<file path="src/rtl/truth_table_scanner.sv">
// Drives {a,b,c} through all 8 combinations, samples the gate output after a
// settle delay and checks the captured truth table. Optional: SCANNER_FIRST_FAIL_EN.
module truth_table_scanner #(
  parameter int unsigned SETTLE_CYCLES = 1,
  parameter logic [7:0]  EXPECTED      = 8'hFE
) (
  input  logic       clk,
  input  logic       reset,
  input  logic       start,
  input  logic       s_in,
  output logic       a,
  output logic       b,
  output logic       c,
  output logic       busy,
  output logic       done,
  output logic [7:0] table_out,
  output logic       match
`ifdef SCANNER_FIRST_FAIL_EN
  ,
  output logic       fail_valid,
  output logic [2:0] first_fail
`endif
);

  typedef enum logic [1:0] {
    IDLE   = 2'd0,
    SETTLE = 2'd1,
    DONE   = 2'd2
  } state_e;

  localparam logic [3:0] SETTLE_INIT = 4'(SETTLE_CYCLES);

  state_e     state_q, state_d;
  logic [2:0] idx_q, idx_d;
  logic [3:0] cnt_q, cnt_d;
  logic [2:0] abc_q, abc_d;
  logic       busy_q, busy_d;
  logic       done_q, done_d;
  logic [7:0] table_q, table_d;
  logic       match_q, match_d;
`ifdef SCANNER_FIRST_FAIL_EN
  logic       fail_q, fail_d;
  logic [2:0] ffidx_q, ffidx_d;
`endif

  always_ff @(posedge clk or posedge reset) begin
    if (reset) begin
      state_q <= IDLE;
      idx_q   <= '0;
      cnt_q   <= '0;
      abc_q   <= '0;
      busy_q  <= 1'b0;
      done_q  <= 1'b0;
      table_q <= '0;
      match_q <= 1'b0;
`ifdef SCANNER_FIRST_FAIL_EN
      fail_q  <= 1'b0;
      ffidx_q <= '0;
`endif
    end else begin
      state_q <= state_d;
      idx_q   <= idx_d;
      cnt_q   <= cnt_d;
      abc_q   <= abc_d;
      busy_q  <= busy_d;
      done_q  <= done_d;
      table_q <= table_d;
      match_q <= match_d;
`ifdef SCANNER_FIRST_FAIL_EN
      fail_q  <= fail_d;
      ffidx_q <= ffidx_d;
`endif
    end
  end

  // Outputs are registered copies of what the next state will present, so
  // {a,b,c}, busy and done change on the same edge as the state transition.
  always_comb begin
    state_d = state_q;
    idx_d   = idx_q;
    cnt_d   = cnt_q;
    abc_d   = abc_q;
    busy_d  = busy_q;
    done_d  = 1'b0;
    table_d = table_q;
    match_d = match_q;
`ifdef SCANNER_FIRST_FAIL_EN
    fail_d  = fail_q;
    ffidx_d = ffidx_q;
`endif

    case (state_q)
      IDLE: begin
        abc_d  = '0;
        busy_d = 1'b0;
        if (start) begin
          idx_d   = '0;
          cnt_d   = SETTLE_INIT;
          table_d = '0;
          match_d = 1'b0;
          busy_d  = 1'b1;
          state_d = SETTLE;
`ifdef SCANNER_FIRST_FAIL_EN
          fail_d  = 1'b0;
          ffidx_d = '0;
`endif
        end
      end

      SETTLE: begin
        if (cnt_q != 4'd0) begin
          cnt_d = cnt_q - 4'd1;
        end else begin
          table_d[idx_q] = s_in;
`ifdef SCANNER_FIRST_FAIL_EN
          if ((s_in != EXPECTED[idx_q]) && !fail_q) begin
            fail_d  = 1'b1;
            ffidx_d = idx_q;
          end
`endif
          if (idx_q != 3'd7) begin
            idx_d = idx_q + 3'd1;
            cnt_d = SETTLE_INIT;
            abc_d = idx_q + 3'd1;
          end else begin
            // Final bit is folded in directly so match is valid alongside done.
            match_d = ({s_in, table_q[6:0]} == EXPECTED);
            abc_d   = '0;
            busy_d  = 1'b0;
            done_d  = 1'b1;
            state_d = DONE;
          end
        end
      end

      DONE: begin
        state_d = IDLE;
      end

      default: begin
        state_d = IDLE;
      end
    endcase
  end

  assign {a, b, c}  = abc_q;
  assign busy       = busy_q;
  assign done       = done_q;
  assign table_out  = table_q;
  assign match      = match_q;
`ifdef SCANNER_FIRST_FAIL_EN
  assign fail_valid = fail_q;
  assign first_fail = ffidx_q;
`endif

endmodule
</file>
<file path="config.mk">
export PLATFORM = sky130hd
export DESIGN_NAME = truth_table_scanner
export DESIGN_NICKNAME = d
export VERILOG_FILES = /design/src/rtl/truth_table_scanner.sv
export SDC_FILE = /design/constraint.sdc
export NUM_CORES = 1
export LEC_CHECK = 0
export CORE_MARGIN = 2
export CORE_UTILIZATION = 35
export DETAILED_ROUTE_END_ITERATION = 16
export PLACE_DENSITY = 0.57
export RECOVER_POWER = 100
export SLEW_MARGIN = 10
export SYNTH_ARGS = -nofsm -noshare
export SYNTH_HDL_FRONTEND = slang
export SYNTH_SLANG_ARGS = --single-unit
</file>
<file path="constraint.sdc">
create_clock -name clk -period 1.5 [get_ports clk]
set_input_delay 0.15 -clock clk [delete_from_list [all_inputs] [get_ports clk]]
set_output_delay 0.15 -clock clk [all_outputs]
set_load 0.01 [all_outputs]
</file>
==> results of run 1 <==
==> cell usage after synthesis, drive strengths merged, types with 2 or more instances <==
| library cell | count |
|---|---|
| a211o | 7 |
| a21oi | 3 |
| a221o | 2 |
| a22o | 2 |
| a31oi | 3 |
| and3 | 6 |
| buf | 3 |
| clkbuf | 5 |
| dfrtp | 23 |
| ha | 5 |
| inv | 8 |
| nand2 | 4 |
| nand2b | 2 |
| nand3 | 4 |
| nand3b | 4 |
| nor3 | 8 |
| nor3b | 6 |
| o21ai | 6 |
| o31ai | 3 |
| or3b | 3 |
| or4 | 2 |
==> area by class of cell <==
type                       instances  area [um^2]  share of cell area
multi-input combinational         83          708               0.401
sequential                        23          576               0.326
timing repair buffer              44          370               0.209
tap                               46         57.6              0.0326
inverter                           8         30.0              0.0170
clock buffer                       4         26.3              0.0149
==> cells by family (layout without fill, tap and decap cells) <==
| logic type | after synthesis | count (layout) |
|---|---|---|
| flip-flops | 23 | 23 |
| multiplexers | 1 | 1 |
| adder cells (fa/ha/maj) | 5 | 5 |
| buffers and inverters | 16 | 56 |
| AO/OA/AOI/OAI | 32 | 32 |
| AND/OR/NAND/NOR | 45 | 45 |
==> path summary, 6_finish.rpt <==
path,to,slack [ns],depth (start not counted)
max,idx_q[0],-0.15,5
min,done,0.41,3
max reg2reg,idx_q[0],-0.15,5
min reg2reg,table_out[7],0.52,1
max in group asynchronous,table_out[5],0.70,3
min in group clk,table_out[7],0.52,1
==> worst register-to-register path, delay by kind of cell (launching register included) <==
kind / cells / cell delay [ns]
simple gates: 3 / 0.98
fa+ha+maj: 1 / 0.12
flops: 1 / 0.41
buf+inv: 1 / 0.08
==> routing by layer <==
metal / up-vias / part of all wire / GRT usage
li1: 540 / - / -
met1: 546 / 0.44 / 0.218
met2: 16 / 0.52 / 0.282
met3: 4 / 0.023 / 0.0268
met4: 0 / 0.012 / 0.0489
met5: - / 0 / 0
==> where the power goes <==
part / internal, W / total, W / switching [W]
Sequential: 0.000833 / 0.00100 / 0.000168
Clock: 0.000104 / 0.000281 / 0.000177
Combinational: 0.00111 / 0.00211 / 0.000996
==> timing repair <==
item / CTS / global route
pin swaps: 1 / 6
buffers inserted: 2 / 4
setup endpoints to repair: 16 / 23
endpoints found under the hold margin: 0 / 0
gates resized for setup: 15 / 11
==> through the flow <==
stage / cell area [um^2] / setup TNS (ns) / cells
finish: 1770 / -0.926 / 208
global route: 1770 / -2.19 / 208
CTS: 1700 / -1.25 / 205
detailed placement: 1600 / -2.15 / 199
global placement: 1600 / -1.81 / 199
floorplan: 1240 / -0.233 / 122
==> cells in the final DEF (no fill, tap or decap), types with 3 or more instances in the layout <==
master and instances:
buf_4 24, dfrtp_1 23, clkdlybuf4s50_1 15, a211o_1 7, inv_1 6, and3_1 6, nor3b_1 5, nor3_1 5
nand2_1 4, o21ai_0 4, nand3b_1 4, nand3_1 3, nor3_2 3, a31oi_1 3, clkbuf_4 3
==> registers in the layout, indices dropped and copies added, names as in the netlist <==
register,flops
state_q,2
idx_q,3
abc_q,3
cnt_q,4
match,1
busy,1
table_out,8
done,1
==> summary.txt, run 1 <==
Run status
  – Status: complete, but fails checks
  – Failing checks: setup timing

Detailed routing
  – Initial DRC count: 74
  – Routed Antenna Nets: 0
  – DRT Pass-1 Iters: 4
  – Drt wl/cell: 14.6 um
  – Vias/cell: 5.32
  – Routed wire length: 3040 um
  – Vias after detailed routing: 1106
  – Drt drc: 0

Cells and area
  – Antenna cells: 0
  – Post-layout util: 0.526
  – FILL cells: 330
  – Layout net count: 172
  – Layout cell share with drive strength beyond 1: 0.321
  – Area grow syn2layout: 43.6%

Global route
  – Initial antenna violation count: 0
  – First-pass GRT wire length: 5310 um
  – Largest net degree at the start of global routing: 24
  – Vias in the first global route: 1123
  – All-Layer GR Usage: 0.166
  – GR Overflow Total: 0

Power and ir drop
  – Peak VDD IR: 0.730 mV
  – Leakage power: 0.725 nW
  – Pwr/cell area: 1920 nW/um^2
  – Total power: 0.00339 W

Clock network
  – Clock Root Buffer: clkbuf_4
  – CTS Hold Buffers Added: 0
  – Clock Latency Late Sink: 0.30 ns
  – CTS tree: yes
  – CTS Buf Count: 3
  – CTS H-tree depth: 1
  – CTS Buffer Depth: 2
  – Clk slew on worst S/H paths: 0.12 ns
  – Clock sink total: 23

STA
  – Final Critical Period: 1.65 ns
  – Final hold viol count: 0
  – Clock Skew: 0.00456 ns
  – Slew headroom: 0.610
  – RSZ-0062 raised after global routing: yes
  – Least-Margin Pin Slew: 0.585 ns
  – Slew Viols, Final: 0
  – Max frequency: 608 MHz
  – Fin crit share: 1.10
  – Hold WS: 0.414 ns
  – Post-route setup slack: -0.145 ns
  – # setup viols final: 16

Setup path
  – Crit-path leading delay family: simple AND/OR/NAND/NOR gates
  – Critical path peak fanout: 2
  – WP buf/inv: 1
  – Crit path arrival time: 1.89 ns
  – Crit path from: cnt_q[0]
  – Critical path required time: 1.75 ns
  – Setup crit start kind: flop
  – Crit path cell chain: inv_2, ha_4, or3b_4, or4_4, nand3_2
  – CP max-delay cell: or4_4
  – Reg-to-reg startpoint: cnt_q[0]
  – Setup CP Type: reg -> reg
  – CP Capture Type: flop
  – Crit path largest cell delay: 0.51 ns

Synthesis
  – Synthesized Nets: 131
  – Ys Warns: 0
  – Synth Flop Type: dfrtp_1
  – XOR/XNOR share of the synthesized area: 0
  – Post-synth EDFFs: 0
  – Share of the synthesized area in the top cell type: 0.467
  – Sequential share of the synthesized area: 0.467
  – Post-synthesis mux area share: 0.00915
  – Synth Instances: 122
  – Share of flip-flops with an asynchronous set or reset: 1.00
  – Post-Synth Adder-Cell Area: 0.0508
  – Avg Cell Area, Syn: 10.1 um^2
  – Mapped Area: 1230 um^2
  – Largest family of logic cells by synthesized area: simple AND/OR/NAND/NOR gates
  – Number of synthesized register bits: 23
  – Area leader, netlist: dfrtp_1
  – Synth cell types: 36
  – Synth top area cells: dfrtp_1 (47%), ha_1 (5.1%), a211o_1 (5.0%), nor3_1 (3.3%), and3_1 (3.0%)
  – Post-synthesis compound-gate area fraction: 0.190
  – Post-synthesis simple-gate area fraction: 0.231

Flow run
  – MaxCap Viol Count: 0

Placement
  – Place WS: -0.225 ns
  – RePlAce Congestion: 0.774
  – Port bufs: 17
  – Detail Placement HPWL: 2130 um

Floorplan
  – Core region area: 3360 um^2
  – FP Rows: 21
  – Effective utilization at floorplan: 0.366
  – Die width: 63.3 um
  – Die Height: 63.3 um
  – Top Ports: 18
  – Full die area: 4010 um^2

Worst hold path
  – HP Class: in -> async
(Power assumes the default switching activity.)
==> run 2: changes to the inputs <==
Settings changed: CORE_ASPECT_RATIO from default to 1.4, PLACE_DENSITY 0.57 to 0.55.
Clock period 1.5 ns to 1.65 ns, I/O delays scaled along.
==> run 2 against run 1 <==
Effect of this change:
- the run still ends with setup timing left
- power down 8.6%
- maximum frequency is 3.0% lower
- first-iteration DRC count shrank 61%
- clock skew is 0.0025 ns lower
- register-to-register slack improved by 0.099 ns
- via count decreased by 2.0%
==> summary.txt, run 2 (same netlist as run 1, synthesis figures left out) <==
Placement
  – Place WS: -0.0895 ns (was -0.225 ns)
  – RePlAce Congestion: 0.739 (was 0.774)
  – Inst Count DP: 187 (was 199)
  – Port bufs: 17 (unchanged)
  – Detail Placement HPWL: 2070 um (was 2130 um)

Cells and area
  – FF+latch area: 576 um^2 (unchanged)
  – Layout net count: 164 (was 172)
  – Largest register FFs: 8 (unchanged)
  – Final Instance Count excl. Fillers: 194 (was 208)
  – Post-layout util: 0.504 (was 0.526)
  – Multi-input gate area: 661 um^2 (was 708 um^2)
  – Antenna cells: 0 (unchanged)
  – Most common cell after layout, fill and taps aside: dfrtp_1 (was buf_4)
  – Layout cell share with drive strength beyond 1: 0.240 (was 0.321)
  – Area grow syn2layout: 38.2% (was 43.6%)
  – Commonest non-fill, non-tap cells in the layout: dfrtp_1 (23), buf_4 (16), clkdlybuf4s50_1 (15) (was buf_4 (24), dfrtp_1 (23), clkdlybuf4s50_1 (15))
  – FILL cells: 314 (was 330)

Global route
  – First-pass GRT wire length: 4880 um (was 5310 um)
  – Largest net degree at the start of global routing: 24 (unchanged)
  – GR Overflow Total: 0 (unchanged)
  – Initial antenna violation count: 0 (unchanged)
  – Vias in the first global route: 1079 (was 1123)
  – All-Layer GR Usage: 0.166 (about the same)

Power and ir drop
  – Pwr/cell area: 1820 nW/um^2 (was 1920 nW/um^2)
  – Seq pwr share: 0.302 (was 0.295)
  – Peak VDD IR: 1.04 mV (was 0.730 mV)
  – Total internal power: 0.00188 W (was 0.00205 W)
  – Net Sw Frac: 0.394 (was 0.396)
  – Clk pwr share: 0.117 (was 0.083)
  – Comb pwr share: 0.581 (was 0.622)
  – Switch Pwr: 0.00122 W (was 0.00134 W)
  – Leakage power: 0.702 nW (was 0.725 nW)

Detailed routing
  – Vias after detailed routing: 1084 (was 1106)
  – Routed wire length: 3110 um (was 3040 um)
  – Drt wl/cell: 16.0 um (was 14.6 um)
  – Drt drc: 0 (unchanged)
  – Initial DRC count: 29 (was 74)
  – Routed Antenna Nets: 0 (unchanged)
  – Vias/cell: 5.59 (was 5.32)
  – DRT Pass-1 Iters: 4 (unchanged)

Flow run
  – MaxCap Viol Count: 0 (unchanged)

Setup path
  – Critical path required time: 1.85 ns (was 1.75 ns)
  – Reg-to-reg startpoint: cnt_q[0] (unchanged)
  – Reg2reg setup slack: -0.05 ns (was -0.15 ns)
  – R2R Path End: idx_q[0] (unchanged)
  – CP Capture Type: flop (unchanged)
  – Setup CP Type: reg -> reg (unchanged)
  – Critical path peak fanout: 3 (was 2)
  – Setup crit start kind: flop (unchanged)
  – Crit path arrival time: 1.90 ns (was 1.89 ns)
  – Worst-case reg-to-reg path depth: 5 (unchanged)

Clock network
  – Clock Root Buffer: clkbuf_8 (was clkbuf_4)
  – CTS tree: yes (unchanged)
  – CTS H-tree depth: 1 (unchanged)
  – CTS Buf Count: 3 (unchanged)
  – CTS Buffer Depth: 2 (unchanged)
  – Clock Latency Late Sink: 0.26 ns (was 0.30 ns)
  – Clock sink total: 23 (unchanged)
  – Clk slew on worst S/H paths: 0.09 ns (was 0.12 ns)

Worst hold path
  – HP Class: in -> async (unchanged)

STA
  – Max frequency: 589 MHz (was 608 MHz)
  – Final hold viol count: 0 (unchanged)
  – TNS Setup: -0.0787 ns (was -0.926 ns)
  – Least-Margin Pin Slew: 0.578 ns (was 0.585 ns)
  – Fin crit share: 1.03 (was 1.10)
  – Slew headroom: 0.614 (was 0.610)
  – Post-route setup slack: -0.0468 ns (was -0.145 ns)
  – # setup viols final: 2 (was 16)
  – RSZ-0062 raised after global routing: yes (unchanged)
  – Final Critical Period: 1.70 ns (was 1.65 ns)
  – Slew Viols, Final: 0 (unchanged)
  – Clock Skew: 0.00201 ns (was 0.00456 ns)

Floorplan
  – Top Ports: 18 (unchanged)
  – Core region area: 3380 um^2 (was 3360 um^2)
  – Die Height: 74.2 um (was 63.3 um)
  – Effective utilization at floorplan: 0.364 (was 0.366)
  – FP Rows: 25 (was 21)
  – Die width: 54.1 um (was 63.3 um)
  – Full die area: 4010 um^2 (about the same)

Run status
  – Failing checks: setup timing (unchanged)
  – Status: complete, but fails checks (unchanged)
[run 2: changes by cell type in the layout (fill, tap and decap cells not counted), moves of 2 or more]
cell      change
nor3_2        -2
nor3_1        +2
ha_1          +2
clkbuf_8      +3
clkbuf_4      -3
buf_4         -8
[run 2: worst max-delay path by stage]
stage | cells past startpoint | slack (ns) | startpoint | endpoint
final | 5 | -0.05 | cnt_q[0] | idx_q[0]
after global routing | 5 | -0.07 | cnt_q[0] | idx_q[0]
after CTS | 5 | -0.01 | cnt_q[0] | abc_q[0]
after detailed placement | 5 | -0.09 | cnt_q[0] | table_out[1]
after global placement | 4 | -0.04 | start | table_out[4]
after floorplan | 5 | 0.05 | cnt_q[0] | abc_q[0]
[run 2: worst max-delay path, stage by stage (launching register included)]
cell	delay [ns]
dfrtp_1	0.39
inv_2	0.09
ha_4	0.13
or3b_4	0.42
or4_4	0.52
nand3_2	0.08
[run 2: per-stage QoR]
stage | power [W] | hold slack (ns) | instance area, um^2
finish | 0.00310 | 0.472 | 1700
global route | 0.00333 | 0.548 | 1700
floorplan | 0.00183 | 0.167 | 1230
CTS | 0.00287 | 0.257 | 1610
detailed placement | 0.00244 | 0.504 | 1540
global placement | 0.00241 | 0.494 | 1540
[run 2: repair_timing]
item / in CTS / in global routing
pin swaps: 0 / 2
cloned: 0 / 1
endpoints found under the setup margin: 14 / 17
hold buffers: 0 / 0
buffers inserted: 0 / 2
gates resized for setup: 8 / 12
hold endpoints to repair: 0 / 0
[run 2: cell type report]
cell class              instances  area share
repair buffers                 36       0.200
flip-flops and latches         23       0.338
clock buffers                   4      0.0265
inverters                       8      0.0176
well taps                      40      0.0294
multi-input cells              83       0.388
[run 2: routing by layer]
metal,GRT usage,up-vias,routed length (um),share of wire
met4,0.0833,0,103,0.033
met5,0,-,0,0
met3,0.0241,9,88,0.028
met1,0.213,523,1430,0.46
met2,0.266,27,1490,0.48
li1,-,525,-,-
[run 2: power by group through the flow]
stage | clock network, W | logic (W) | registers, W
after global placement | 0 | 0.00148 | 0.000933
after detailed placement | 0 | 0.00151 | 0.000932
after CTS | 0.000361 | 0.00158 | 0.000923
after floorplan | 0 | 0.000887 | 0.000942
after global routing | 0.000400 | 0.00197 | 0.000969
final | 0.000362 | 0.00180 | 0.000934
